==> src/rtl/pwm_pkg.sv <==
// Shared types and build options for the PWM RGB driver.
// Define PWM_INVERT_EN to build active-low outputs for common-anode LEDs.
package pwm_pkg;

    typedef enum logic {S_SYNC, S_RUN} state_t;

    localparam int unsigned PWM_N_DEFAULT        = 8;
    localparam int unsigned PWM_CHANNELS_DEFAULT = 3;

`ifdef PWM_INVERT_EN
    localparam logic OUT_INV = 1'b1;
`else
    localparam logic OUT_INV = 1'b0;
`endif

endpackage

==> src/rtl/pwm_channel.sv <==
// One PWM channel: duty/enable shadows plus the registered compare output.
// Output polarity follows OUT_INV from pwm_pkg (set by PWM_INVERT_EN).
module pwm_channel
    import pwm_pkg::*;
#(
    parameter int N = PWM_N_DEFAULT
) (
    input  logic         clk,
    input  logic         rst,
    input  logic         load_i,
    input  logic         run_i,
    input  logic [N-1:0] cnt_i,
    input  logic [N-1:0] duty_i,
    input  logic         en_i,
    output logic         out_o
);

    logic [N-1:0] duty_q, duty_d;
    logic         en_q, en_d;
    logic         out_q, out_d;

    // run_i and cnt_i are next-state values, so out_q lines up with cnt_q.
    always_comb begin
        duty_d = load_i ? duty_i : duty_q;
        en_d   = load_i ? en_i   : en_q;
        out_d  = (run_i && en_d && (cnt_i < duty_d)) ^ OUT_INV;
    end

    always_ff @(posedge clk or posedge rst) begin
        if (rst) begin
            duty_q <= '0;
            en_q   <= 1'b0;
            out_q  <= OUT_INV;
        end else begin
            duty_q <= duty_d;
            en_q   <= en_d;
            out_q  <= out_d;
        end
    end

    assign out_o = out_q;

endmodule

==> src/rtl/pwm_rgb_driver.sv <==
// Multi-channel edge-aligned PWM; counter, sync FSM and period_start pulse.
// Output polarity selectable with PWM_INVERT_EN (see pwm_pkg).
module pwm_rgb_driver
    import pwm_pkg::*;
#(
    parameter int N        = PWM_N_DEFAULT,
    parameter int CHANNELS = PWM_CHANNELS_DEFAULT
) (
    input  logic                  clk,
    input  logic                  rst,
    input  logic                  ena,
    input  logic [CHANNELS*N-1:0] duty,
    input  logic [CHANNELS-1:0]   ch_en,
    output logic [CHANNELS-1:0]   out,
    output logic                  period_start
);

    localparam logic [N-1:0] CNT_MAX = {N{1'b1}};

    state_t       state_q, state_d;
    logic [N-1:0] cnt_q, cnt_d;
    logic         ps_q, ps_d;
    logic         load;
    logic         run_d;

    always_ff @(posedge clk or posedge rst) begin
        if (rst) begin
            state_q <= S_SYNC;
            cnt_q   <= '0;
            ps_q    <= 1'b0;
        end else begin
            state_q <= state_d;
            cnt_q   <= cnt_d;
            ps_q    <= ps_d;
        end
    end

    always_comb begin
        state_d = state_q;
        cnt_d   = cnt_q;
        ps_d    = 1'b0;
        load    = 1'b0;
        if (ena) begin
            case (state_q)
                S_SYNC: begin
                    state_d = S_RUN;
                    cnt_d   = '0;
                    load    = 1'b1;
                    ps_d    = 1'b1;
                end
                S_RUN: begin
                    if (cnt_q == CNT_MAX) begin
                        cnt_d = '0;
                        load  = 1'b1;
                        ps_d  = 1'b1;
                    end else begin
                        cnt_d = cnt_q + 1'b1;
                    end
                end
                default: state_d = S_SYNC;
            endcase
        end
        run_d = (state_d == S_RUN);
    end

    for (genvar i = 0; i < CHANNELS; i++) begin : g_ch
        pwm_channel #(.N(N)) u_ch (
            .clk    (clk),
            .rst    (rst),
            .load_i (load),
            .run_i  (run_d),
            .cnt_i  (cnt_d),
            .duty_i (duty[i*N +: N]),
            .en_i   (ch_en[i]),
            .out_o  (out[i])
        );
    end

    assign period_start = ps_q;

endmodule

==> config.mk <==
export PLATFORM = sky130hd
export DESIGN_NAME = pwm_rgb_driver
export DESIGN_NICKNAME = d
export VERILOG_FILES = /design/src/rtl/pwm_pkg.sv /design/src/rtl/pwm_channel.sv /design/src/rtl/pwm_rgb_driver.sv
export SDC_FILE = /design/constraint.sdc
export NUM_CORES = 1
export LEC_CHECK = 0
export CORE_MARGIN = 8
export CORE_UTILIZATION = 36
export DETAILED_ROUTE_END_ITERATION = 7
export GPL_TIMING_DRIVEN = 1
export PLACE_DENSITY = 0.58
export SLEW_MARGIN = 30
export SYNTH_ARGS = -nofsm -noshare
export SYNTH_HDL_FRONTEND = slang
export SYNTH_SLANG_ARGS = --single-unit
==> constraint.sdc <==
create_clock -name clk -period 3.1 [get_ports clk]
set_clock_uncertainty 0.1 [all_clocks]
set_input_delay 0.465 -clock clk [delete_from_list [all_inputs] [get_ports clk]]
set_output_delay 0.465 -clock clk [all_outputs]
set_load 0.05 [all_outputs]
==> results list <==
* Uppermost layer routed: met4
- Each instance of the synthesized netlist takes up on average 11.6 sq um.
- Summed over all nets, wire length on met3 after detailed routing comes to 172 microns.
- Clock-pin slew of the registers on the worst-case setup and hold paths: 0.08 ns
- The wire-length estimate of the detail-placed layout is 3.39 mm.
- Once detail routing completed, the nets flagged for antenna violations numbered 0.
* Area taken by multi-input logic gates: 1010 sq um
- The slowest stage of the critical path belongs to the cell clkdlybuf4s50_1.
* Static leakage: 1.34 nW
- Total gr overflow: 0
* Max Cap Viol: 0
- Clock latency reported for the late side of the worst-skew pair: 0.29 ns
- Vertical die dimension: 93.8 microns
- Ys Warns: 0
- The total area inside the core boundary comes to 5890 sq um.
- The critical path goes through clkdlybuf4s50_1, and4_4, a21o_1, buf_12, mux2_2, inv_1, ha_1, and4_1, nand3_1, nand4b_1, nor4bb_1.
- Detailed-route DRC error count: 0
- Final critical path time including I/O delays and setup: 2.78 ns
* Syn nets: 240
* Number of global-route vias before repair: 1538
- Share of layout cells above drive strength 1: 0.155
* Largest cells by area after synthesis: dfrtp_1 (46%), ha_1 (13%), mux2i_1 (8.7%)
* Vias per cell: 4.69
* Maximum clock frequency: 360 MHz
- Final Hold Vio Count: 0
- Instance count of the mapped netlist: 188
- Counting every sink on the clock net gives 40.
* Most area-hungry cell type in the Yosys netlist: dfrtp_1
* Signed area change from the synthesized netlist to the final layout: 27.2%
* First-pass GRT wire length: 7.51 mm
* Number of synthesized flops with an enable pin: 0
- Horizontal die dimension: 93.8 microns
- For this run, the share of the core covered by cells in the final layout is 0.471.
- Entering global routing, the biggest net connects 41 pins.
- After clock tree synthesis, the setup repair step added 0 buffers.
* Cell type group with the largest total delay on the critical path: simple AND/OR/NAND/NOR gates
* # port buffers: 33
- The share of synthesized area in the top cell type comes to 0.460.
* Hold buffer count at cts: 0
- Level count of the clock H-tree: 2
- The flow ran to the end, and the final reports show no timing, DRC or antenna violations.
- Starting density of the core: 0.370
* Final-stage net count: 289
- The clock passes through at most 2 buffers.
- For this run, the leading register cell type out of synthesis is dfrtp_1.
* Number of iterations in the first detailed-routing pass: 4
- Unrepaired setup endpoints after global routing: no
* Req. time, crit path: 3.20 ns
- Counting both buffers and inverters, the worst setup path holds a total of 3.
- For this block, the initial DRC count from the detailed router was 41.
- Counting flops with an async set or reset pin after synthesis yields a share of 1.00.
* Per-cell routed wire length: 14.2 microns
- Number of fill cells: 564
* Synthesized area: 2180 sq um
* Arrival time of the worst setup path: 2.88 ns
- Maximum net fanout on the critical path: 22
- Of the available clock period, the critical path in the final layout requires 0.897.
- TritonCTS built the clock tree.
- Max-Slew Margin vs Limit: 0.659
* Routed wire length: 4.45 mm
* Area used by sequential logic in the layout: 1000 sq um
- Post-placement setup slack: 0.00437 ns
- Count of distinct cell types in the synthesized netlist: 30
- Fin. max-slew vios: 0
- After synthesis the netlist holds a flip-flop and latch count of 40.
- Path class of the lowest-slack min-delay path: flip-flop to flip-flop
- Post-CTS repair changed the size of 0 cells.
- Overall via count from detail_route: 1469
* Number of buffers created by CTS: 5
- In the detailed route, the total length drawn on met2 is 2.02 mm.
- Count of endpoints failing setup in the final report: 0
- Root buf cell: clkbuf_8
- Placer's final routability congestion estimate: 0.779
- Max rail drop VDD: 0.350 mV
* CP Capture Type: flip-flop
* IO Pins: 34
- Critical path class: input port to flip-flop
* Tightest Pin Transition: 0.511 ns
- Initial antenna violation count: 0
* Met1 routed wirelength after detailed routing: 2.20 mm
* Delay of the slowest cell on the worst path: 0.53 ns
- Global-route total usage across every layer: 0.109
- Startpoint Class: input port
* Ant. Diodes: 0
- Sequential share of the synthesized area: 0.460
* Cell row count: 28
- Final worst setup slack: 0.321 ns
- Final setup TNS: 0 ns
- The die covers 8800 sq um.
- For this design the ratio of total power to cell area is 636 nW/um^2.
cell families after synthesis:
kind of cell             Yosys count  share of synthesized area
flip-flops                        40                      0.460
AO/OA/AOI/OAI                     18                     0.0523
multiplexers                      28                      0.142
XOR/XNOR                           5                     0.0201
adder cells (fa/ha/maj)           22                      0.126
AND/OR/NAND/NOR                   44                      0.123
buffers and inverters             31                     0.0758
worst paths after layout:
path                            slack, ns                                to                        startpoint  cells after the start
worst max-delay path                 0.32      g_ch[1].u_ch.out_o$_DFF_PP0_                               ena                     11
worst min-delay path                 0.39  g_ch[1].u_ch.duty_q[7]$_DFF_PP0_  g_ch[1].u_ch.duty_q[7]$_DFF_PP0_                      2
worst min register to register       0.39  g_ch[1].u_ch.duty_q[7]$_DFF_PP0_  g_ch[1].u_ch.duty_q[7]$_DFF_PP0_                      2
worst max register to register       0.45      g_ch[1].u_ch.out_o$_DFF_PP0_                cnt_q[0]$_DFF_PP0_                     11
min in group asynchronous            0.49  g_ch[1].u_ch.duty_q[3]$_DFF_PP0_                               rst                      3
max in group asynchronous            2.04  g_ch[1].u_ch.duty_q[4]$_DFF_PP0_                               rst                      3
synthesized netlist by cell type (5+ instances only):
cell type,instances
nor2_1,5
nand2_1,7
ha_1,22
o21ai_0,6
inv_1,21
nand3_1,7
nor2b_1,5
mux2_4,5
dfrtp_1,40
mux2i_1,19
buf_6,5
sequential cells by signal, indices dropped and copies added (netlist names):
register and flops:
cnt_q 8, g_ch.u_ch.duty_q 24, g_ch.u_ch.en_q 3, g_ch.u_ch.out_o 3, period_start 1, state_q 1
worst register-to-register path, cell delays in order, from the launching register on:
cell and delay (ns):
dfrtp_1 0.38, ha_1 0.21, and4_4 0.23, a21o_1 0.17
buf_12 0.20, mux2_2 0.37, inv_1 0.06, ha_1 0.21
and4_1 0.20, nand3_1 0.08, nand4b_1 0.09, nor4bb_1 0.26
final cells by class:
cell class,count,share of cell area
Clock inverter,2,0.0126
Tap cell,75,0.0339
Inverter,23,0.0312
Clock buffer,6,0.0262
Timing Repair Buffer,50,0.170
Multi-Input combinational cell,117,0.365
Sequential cell,40,0.361
routing by layer:
| layer | global-route usage | vias to the layer above |
|---|---|---|
| li1 | - | 749 |
| met1 | 0.145 | 693 |
| met2 | 0.167 | 22 |
| met3 | 0.0256 | 5 |
| met4 | 0.0436 | 0 |
| met5 | 0 | - |
stage by stage:
| step | area (sq um) | hold WS, ns | total power, mW | instances |
|---|---|---|---|---|
| floorplan | 2180 | 0.352 | 1.11 | 188 |
| global placement | 2660 | 0.369 | 1.36 | 305 |
| detailed placement | 2660 | 0.379 | 1.37 | 305 |
| CTS | 2770 | 0.397 | 1.79 | 313 |
| global route | 2770 | 0.408 | 1.91 | 313 |
| finish | 2770 | 0.391 | 1.76 | 313 |
cells in the final DEF (no fill, tap or decap), types with 2 or more instances in the layout:
master	count
a21o_1	4
a21oi_1	4
a221oi_1	3
and2_1	3
and4_1	4
buf_4	16
clkbuf_8	5
clkdlybuf4s50_1	33
dfrtp_1	40
ha_1	22
inv_1	21
inv_2	2
mux2_2	4
mux2_4	5
mux2i_1	19
nand2_1	7
nand3_1	7
nand4_1	2
nand4b_1	3
nor2_1	5
nor2b_1	5
nor4bb_1	3
o21ai_0	6
xor2_1	4
power breakdown:
group          internal (mW)  switching (mW)  leakage, nW
Sequential             0.613          0.0516        0.497
Combinational          0.325           0.351        0.786
Clock                  0.239           0.183       0.0552
Total                   1.18           0.586         1.34
(Power assumes the default switching activity.)
